--- src/rtl/pipe_ctrl.sv ---
// Stall/flush controller for the 5-stage core: IDLE/RUN/MWAIT/HALTED sequencing and hazard control.
// Optional main-memory wait states are enabled by defining PIPE_MEM_WAIT_EN.
module pipe_ctrl #(
  parameter int MEM_WAIT = 2
) (
  input  logic        clk,
  input  logic        reset,
  input  logic        start,
  input  logic [2:0]  rs_adr_id,
  input  logic [2:0]  rt_adr_id,
  input  logic        rs_used_id,
  input  logic        rt_used_id,
  input  logic        main_mem_read_ex,
  input  logic [2:0]  regwrite_adr_ex,
  input  logic        branch_taken_ex,
  input  logic        main_mem_read,
  input  logic        main_mem_write,
  input  logic        is_halt,
  output logic        en_pc,
  output logic        en_ifid,
  output logic        flush_ifid,
  output logic        en_idex,
  output logic        flush_idex,
  output logic        en_exmem,
  output logic        flush_exmem,
  output logic        en_memwb,
  output logic        flush_memwb,
  output logic        running,
  output logic        halted,
  output logic [15:0] stall_cnt
);

`ifdef PIPE_MEM_WAIT_EN
  localparam logic WAIT_EN = 1'b1;
`else
  localparam logic WAIT_EN = 1'b0;
`endif
  localparam logic [3:0] WAIT_INIT = 4'(MEM_WAIT - 1);

  typedef enum logic [1:0] {
    IDLE   = 2'd0,
    RUN    = 2'd1,
    MWAIT  = 2'd2,
    HALTED = 2'd3
  } state_t;

  state_t     state, state_next;
  logic [3:0] cnt, cnt_next;
  logic       halt_act;
  logic       load_use;
  logic       mem_acc;

  assign mem_acc  = main_mem_read | main_mem_write;
  assign load_use = main_mem_read_ex &
                    ((rs_used_id & (rs_adr_id == regwrite_adr_ex)) |
                     (rt_used_id & (rt_adr_id == regwrite_adr_ex)));

  always_ff @(posedge clk or posedge reset) begin
    if (reset) begin
      state <= IDLE;
      cnt   <= 4'd0;
    end else begin
      state <= state_next;
      cnt   <= cnt_next;
    end
  end

  always_comb begin
    en_pc       = 1'b0;
    en_ifid     = 1'b0;
    en_idex     = 1'b0;
    en_exmem    = 1'b0;
    en_memwb    = 1'b0;
    flush_ifid  = 1'b0;
    flush_idex  = 1'b0;
    flush_exmem = 1'b0;
    flush_memwb = 1'b0;
    halt_act    = 1'b0;
    state_next  = state;
    cnt_next    = cnt;
    case (state)
      IDLE, HALTED: begin
        if (start) state_next = RUN;
        else       state_next = state;
      end
      RUN, MWAIT: begin
        if (state == MWAIT && cnt != 4'd0) begin
          // Access still outstanding: whole pipe frozen.
          cnt_next = cnt - 4'd1;
        end else if (is_halt) begin
          en_ifid     = 1'b1;
          en_idex     = 1'b1;
          en_exmem    = 1'b1;
          en_memwb    = 1'b1;
          flush_ifid  = 1'b1;
          flush_idex  = 1'b1;
          flush_exmem = 1'b1;
          halt_act    = 1'b1;
          state_next  = HALTED;
        end else if (WAIT_EN && state == RUN && mem_acc) begin
          cnt_next   = WAIT_INIT;
          state_next = MWAIT;
        end else if (branch_taken_ex) begin
          en_pc      = 1'b1;
          en_ifid    = 1'b1;
          en_idex    = 1'b1;
          en_exmem   = 1'b1;
          en_memwb   = 1'b1;
          flush_ifid = 1'b1;
          flush_idex = 1'b1;
          state_next = RUN;
        end else if (load_use) begin
          // Hold PC and IF/ID, inject a bubble into ID/EX.
          en_idex    = 1'b1;
          en_exmem   = 1'b1;
          en_memwb   = 1'b1;
          flush_idex = 1'b1;
          state_next = RUN;
        end else begin
          en_pc      = 1'b1;
          en_ifid    = 1'b1;
          en_idex    = 1'b1;
          en_exmem   = 1'b1;
          en_memwb   = 1'b1;
          state_next = RUN;
        end
      end
      default: begin
        state_next = IDLE;
        cnt_next   = 4'd0;
      end
    endcase
  end

  assign running = (state == RUN) || (state == MWAIT);
  assign halted  = (state == HALTED);

  // Saturating count of cycles in which the PC was held for a hazard or wait state.
  always_ff @(posedge clk or posedge reset) begin
    if (reset) begin
      stall_cnt <= 16'd0;
    end else if (running && !en_pc && !halt_act && stall_cnt != 16'hFFFF) begin
      stall_cnt <= stall_cnt + 16'd1;
    end else begin
      stall_cnt <= stall_cnt;
    end
  end

endmodule

--- config.mk ---
export PLATFORM = sky130hd
export DESIGN_NAME = pipe_ctrl
export DESIGN_NICKNAME = d
export VERILOG_FILES = /design/src/rtl/pipe_ctrl.sv
export SDC_FILE = /design/constraint.sdc
export NUM_CORES = 1
export LEC_CHECK = 0
export BUFFER_PORTS_ARGS = -buffer_cell sky130_fd_sc_hd__buf_2
export CORE_AREA = 8 8 63 65
export DETAILED_ROUTE_END_ITERATION = 6
export DIE_AREA = 0 0 71 73
export PLACE_DENSITY = 0.72
export SYNTH_ARGS = -nofsm -noshare
export SYNTH_HDL_FRONTEND = slang
export SYNTH_SLANG_ARGS = --single-unit
--- constraint.sdc ---
create_clock -name clk -period 1.85 [get_ports clk]
set_clock_uncertainty 0.1 [all_clocks]
set_input_delay 0.0925 -clock clk [delete_from_list [all_inputs] [get_ports clk]]
set_output_delay 0.0925 -clock clk [all_outputs]
set_load 0.1 [all_outputs]
# After elaboration in Yosys (flattened, before gate mapping)
# Cells that the tools add are included.
# Widths: inputs -> output; s select.
[totals] register_bits=22 inputBits=19 out_inout_bits=27 word_cells=56
[op_classes] addsub=2 eq_ne=8 muxes=26 bitwise=4 n_reduce_logical=13
[ops] cell="$mux 1" n=22
[ops] cell="$add 16x1->16 const B" n=1
[ops] cell="$ne 16x16->1 const B" n=1
[ops] cell="$eq 3x3->1" n=2
[ops] cell="$mux 2" n=3
[ops] cell="$eq 2x2->1 const B" n=2
[ops] cell="$logic_and 1x1->1" n=4
[ops] cell="$ne 2x2->1 const B" n=2
[ops] cell="$pmux 2 s2" n=1
[ops] cell="$reduce_and 2->1" n=2
[ops] cell="$reduce_bool 4->1" n=1
[ops] cell="$reduce_or 2->1" n=2
[ops] cell="$sub 4x1->4 const B" n=1
[ops] cell="$and 1x1->1" n=3
[ops] cell="$eq 2x1->1 const B" n=1
[ops] cell="$logic_not 1->1" n=2
[ops] cell="$logic_not 2->1" n=1
[ops] cell="$logic_or 1x1->1" n=1
[ops] cell="$or 1x1->1" n=1

# Depth between registers and ports, before layout
[depth] ltp_word=13 mapped_depth=8

# Least setup slack after synthesis
# No wires, ideal clock.
[synth_path] path_kind="register -> output" from="register state[0]" to="output port en_pc" t_arrival_ps=3698 required_time_ps=1657 slack_ps=-2041 path_stages_with_launch=6 path_buffers=0 path_cell_list="dfrtp_1 -> inv_1 -> ha_1 -> inv_1 -> nand2_1 -> nor3_1"
[synth_via] elab_chain_cells=4
[synth_lines] item="from (decl)" line_no="47" text="state_t state, state_next;"
[synth_lines] item="from (signal assigned)" line_no="63" text="state <= state_next;"
[synth_lines] item="$eq 2x2->1" line_no="81, 87"
[synth_lines] item="$logic_and 1x1->1" line_no="87" text="if (state == MWAIT && cnt != 4'd0) begin"
[synth_lines] item="$mux 1" line_no="87"
[synth_lines] item="$mux 1 *" line_no="81" text="case (state)"
[synth_lines] item="to (decl)" line_no="19" text="output logic en_pc,"
# Every way passes the cells marked *; elsewhere a longest branch is shown, timed or not.

# Worst setup path after layout
[layout_path] from="register stall_cnt[1]" to="register stall_cnt[3]"
[layout_via] elab_chain_cells=2
[layout_lines] item="from (decl)" line_no="30" text="output logic [15:0] stall_cnt"
[layout_lines] item="from (signal assigned)" line_no="143" text="stall_cnt <= stall_cnt + 16'd1;"
[layout_lines] item="from (signal assigned)" line_no="145" text="stall_cnt <= stall_cnt;"
[layout_lines] item="branches (longest 2 deep; another with $add 16x1->16)"
# Several ways; the timed one is not identified.
# A chain may end at the register's enable or synchronous reset.

==> metrics.yaml <==
status:
  status: "complete, but fails checks"
  violations: "setup timing"
hold_path:
  hp-class: "in -> reg"
worst_setup_path:
  worst-endpoint-arrival_ns: 2.08
  cp_max_fo: 5
  cp_data_required_time_ns: 1.95
  endpoint_kind: "flip-flop"
  startpoint_type: "flip-flop"
  critPathKind: "reg -> reg"
logic_synthesis:
  synthAdderAreaFrac_pct: 4.137
  synth_compound_area_share_pct: 3.413
  synth_nets: 150
  ys_ff_latch: 22
  yosysWarnings: 0
  synth-simple-area-share_pct: 22.13
  yosysSeqAreaShare_pct: 45.50
  ys_types: 27
  syn-cell-area_um2: 1210
  synthMuxAreaShare_pct: 0.9307
  synth-xor-area-share_pct: 17.37
  synth_top_family_by_area: "simple AND/OR/NAND/NOR gates"
  syn_area_per_cell_um2: 9.527
  synthCells: 127
finish:
  final_util_pct: 74.32
  drive_gt1_share_pct: 62.44
  nets: 229
  antenna_cells: 0
  syn2layout_area_growth_pct: 81.39
clock_tree:
  cts_tree: "done"
  clkLatencyLatePin_ns: 0.31
  cts_buffer_depth: 2
  h-tree-depth: 1
  clkSlewWorstSetupHoldPaths_ns: 0.13
  clkSinkCount: 22
  cts_inserted_buffers: 3
  cts_root_buffer: "clkbuf_4"
global_route:
  grt_pass1_wl_mm: 5.802
  grt_pass1_vias: 1280
  grt-ovfl-total: 0
  grt_max_degree: 20
  grt_use_total_pct: 13.91
  antenna_found_initial: 0
sta:
  tightest_slew_ns: 0.7195
  timing.hold.ws_ns: 0.1594
  rsz0062_at_grt: "yes"
  setup_violations: 22
  timing.final.ws_setup_ns: -0.1320
  hold_viol: 0
  min_period_ns: 1.982
  relSlewSlack_pct: 51.98
  drv_slew: 0
  fmax_ghz: 0.5045
  setup_tns_ns: -1.923
  min_period_over_period_pct: 107.1
floorplanning:
  boundaryPins: 46
  die_area_um2: 5183
  die_w_um: 71
  start_util_pct: 40.97
  core_area_um2: 2953
  die_h_um: 73
  rows: 20
power:
  p_sw_w: 0.0006706
  swShare_pct: 40.94
  clkPwrFrac_pct: 22.7
  power.leakage_nw: 1.072
  combPwrFrac_pct: 44.4
  power.density_nw_per_um2: 746.3
  power.internal_w: 0.0009673
  irDropWorstVdd_mv: 0.9430
  seqPwrFrac_pct: 32.9
detailed_routing:
  drcViolationCount: 0
  drt-total-wl_mm: 3.566
  vias: 1201
  first_pass_iters: 4
  drt_iter0_markers: 30
  wl_per_cell_um: 14.98
  ant_nets: 0
  vias_per_cell: 5.046
place:
  gp_congestion: 0.7922
  dp_hpwl_mm: 2.710
  port_buffers: 42
flow_run:
  cap_violations: 0
==> cells in the final DEF (no fill, tap or decap), types with 6 or more instances in the layout <==
cell and instances:
dfrtp_1 10, buf_4 26, nor2_4 6, buf_6 8
xor2_1 11, nand2_1 9, dfrtp_4 11, nor2_1 7
buf_2 33, inv_1 7, buf_12 8, xnor2_1 11
==> cell usage after synthesis, drive strengths merged <==
master	count	area, um2
nand2	13	48.80
or4	1	11.26
xnor2	13	113.9
and3	1	6.260
and2	1	6.260
buf	4	33.78
or2	1	6.260
ha	4	50.05
nand4	4	31.28
nor2	13	48.80
or4b	1	10.01
o21ai	3	15.01
dfrtp	22	550.5
nor3	6	30.03
conb	1	3.750
xor2	11	96.34
nand2b	1	6.260
or3	1	6.260
nand3	5	25.02
nor4	5	31.28
a21oi	3	15.01
o21bai	1	11.26
mux2	1	11.26
inv	11	41.29
==> cells by family after synthesis <==
kind of cell | after synthesis
AO/OA/AOI/OAI | 7
XOR/XNOR | 24
adder cells (fa/ha/maj) | 4
buffers and inverters | 15
flip-flops | 22
multiplexers | 1
other | 1
AND/OR/NAND/NOR | 53
==> metrics by stage <==
| step | instance area [um2] | cells | total power, W | setup WS, ns |
|---|---|---|---|---|
| 2_1_floorplan | 1485 | 127 | 0.001061 | -0.7131 |
| 3_3_place_gp | 1974 | 222 | 0.001232 | -0.07530 |
| 3_5_place_dp | 1974 | 222 | 0.001247 | -0.1311 |
| 4_1_cts | 2122 | 234 | 0.001630 | -0.1123 |
| 5_1_grt | 2195 | 238 | 0.001706 | -0.1751 |
| 6_report | 2195 | 238 | 0.001638 | -0.1320 |
==> sequential cells by signal, indices dropped and copies added (netlist names) <==
name       count
stall_cnt     16
cnt            4
state          2
==> layout make-up <==
class | count | area (um2)
fill | 217 | 758.2
multi-input combinational | 90 | 820.8
inverter | 11 | 48.80
clock buffer | 3 | 22.52
clock inverter | 1 | 30.03
tap | 33 | 41.29
sequential | 22 | 593.1
timing repair buffer | 78 | 638.1
==> worst max-delay path, stage by stage, from the launching register on <==
cell	delay (ns)
dfrtp_4	0.45
ha_4	0.15
nand2_4	0.05
or4_4	0.43
o21ai_2	0.12
o21bai_4	0.18
buf_6	0.19
nor2_4	0.04
xor2_1	0.16
==> power groups by stage <==
stage          Clock (W)  Sequential [W]  Combinational (W)
2_1_floorplan          0        0.000714           0.000347
3_3_place_gp           0        0.000548           0.000684
3_5_place_dp           0        0.000550           0.000697
4_1_cts         0.000375        0.000540           0.000716
5_1_grt         0.000399        0.000542           0.000766
6_report        0.000371        0.000540           0.000727
==> per-layer routing <==
metal | up-vias | GRT usage [%] | wire (um)
li1 | 573 | - | -
met1 | 591 | 13.13 | 1285
met2 | 33 | 27.29 | 2037
met3 | 4 | 4.945 | 205
met4 | 0 | 4.157 | 37
met5 | - | 0 | 0
==> timing repair <==
| item | CTS | global route |
|---|---|---|
| endpoints found under the hold margin | 18 | 0 |
| setup buffers | 6 | 4 |
| pin swaps | 8 | 8 |
| endpoints found under the setup margin | 24 | 26 |
| hold buffers | 2 | 0 |
| gates resized for setup | 8 | 10 |
==> path summary, 6_finish.rpt <==
kind	slack, ns	from	to	cells past startpoint
worst max-delay path	-0.13	stall_cnt[1]	stall_cnt[3]	8
worst min-delay path	0.16	is_halt	state[1]	3
worst max register to register	-0.13	stall_cnt[1]	stall_cnt[3]	8
worst min register to register	0.39	cnt[3]	cnt[3]	1
max in group asynchronous	0.79	reset	stall_cnt[11]	3
min in group asynchronous	0.32	reset	stall_cnt[5]	3
No activity file was read; power rests on OpenSTA's default activity.
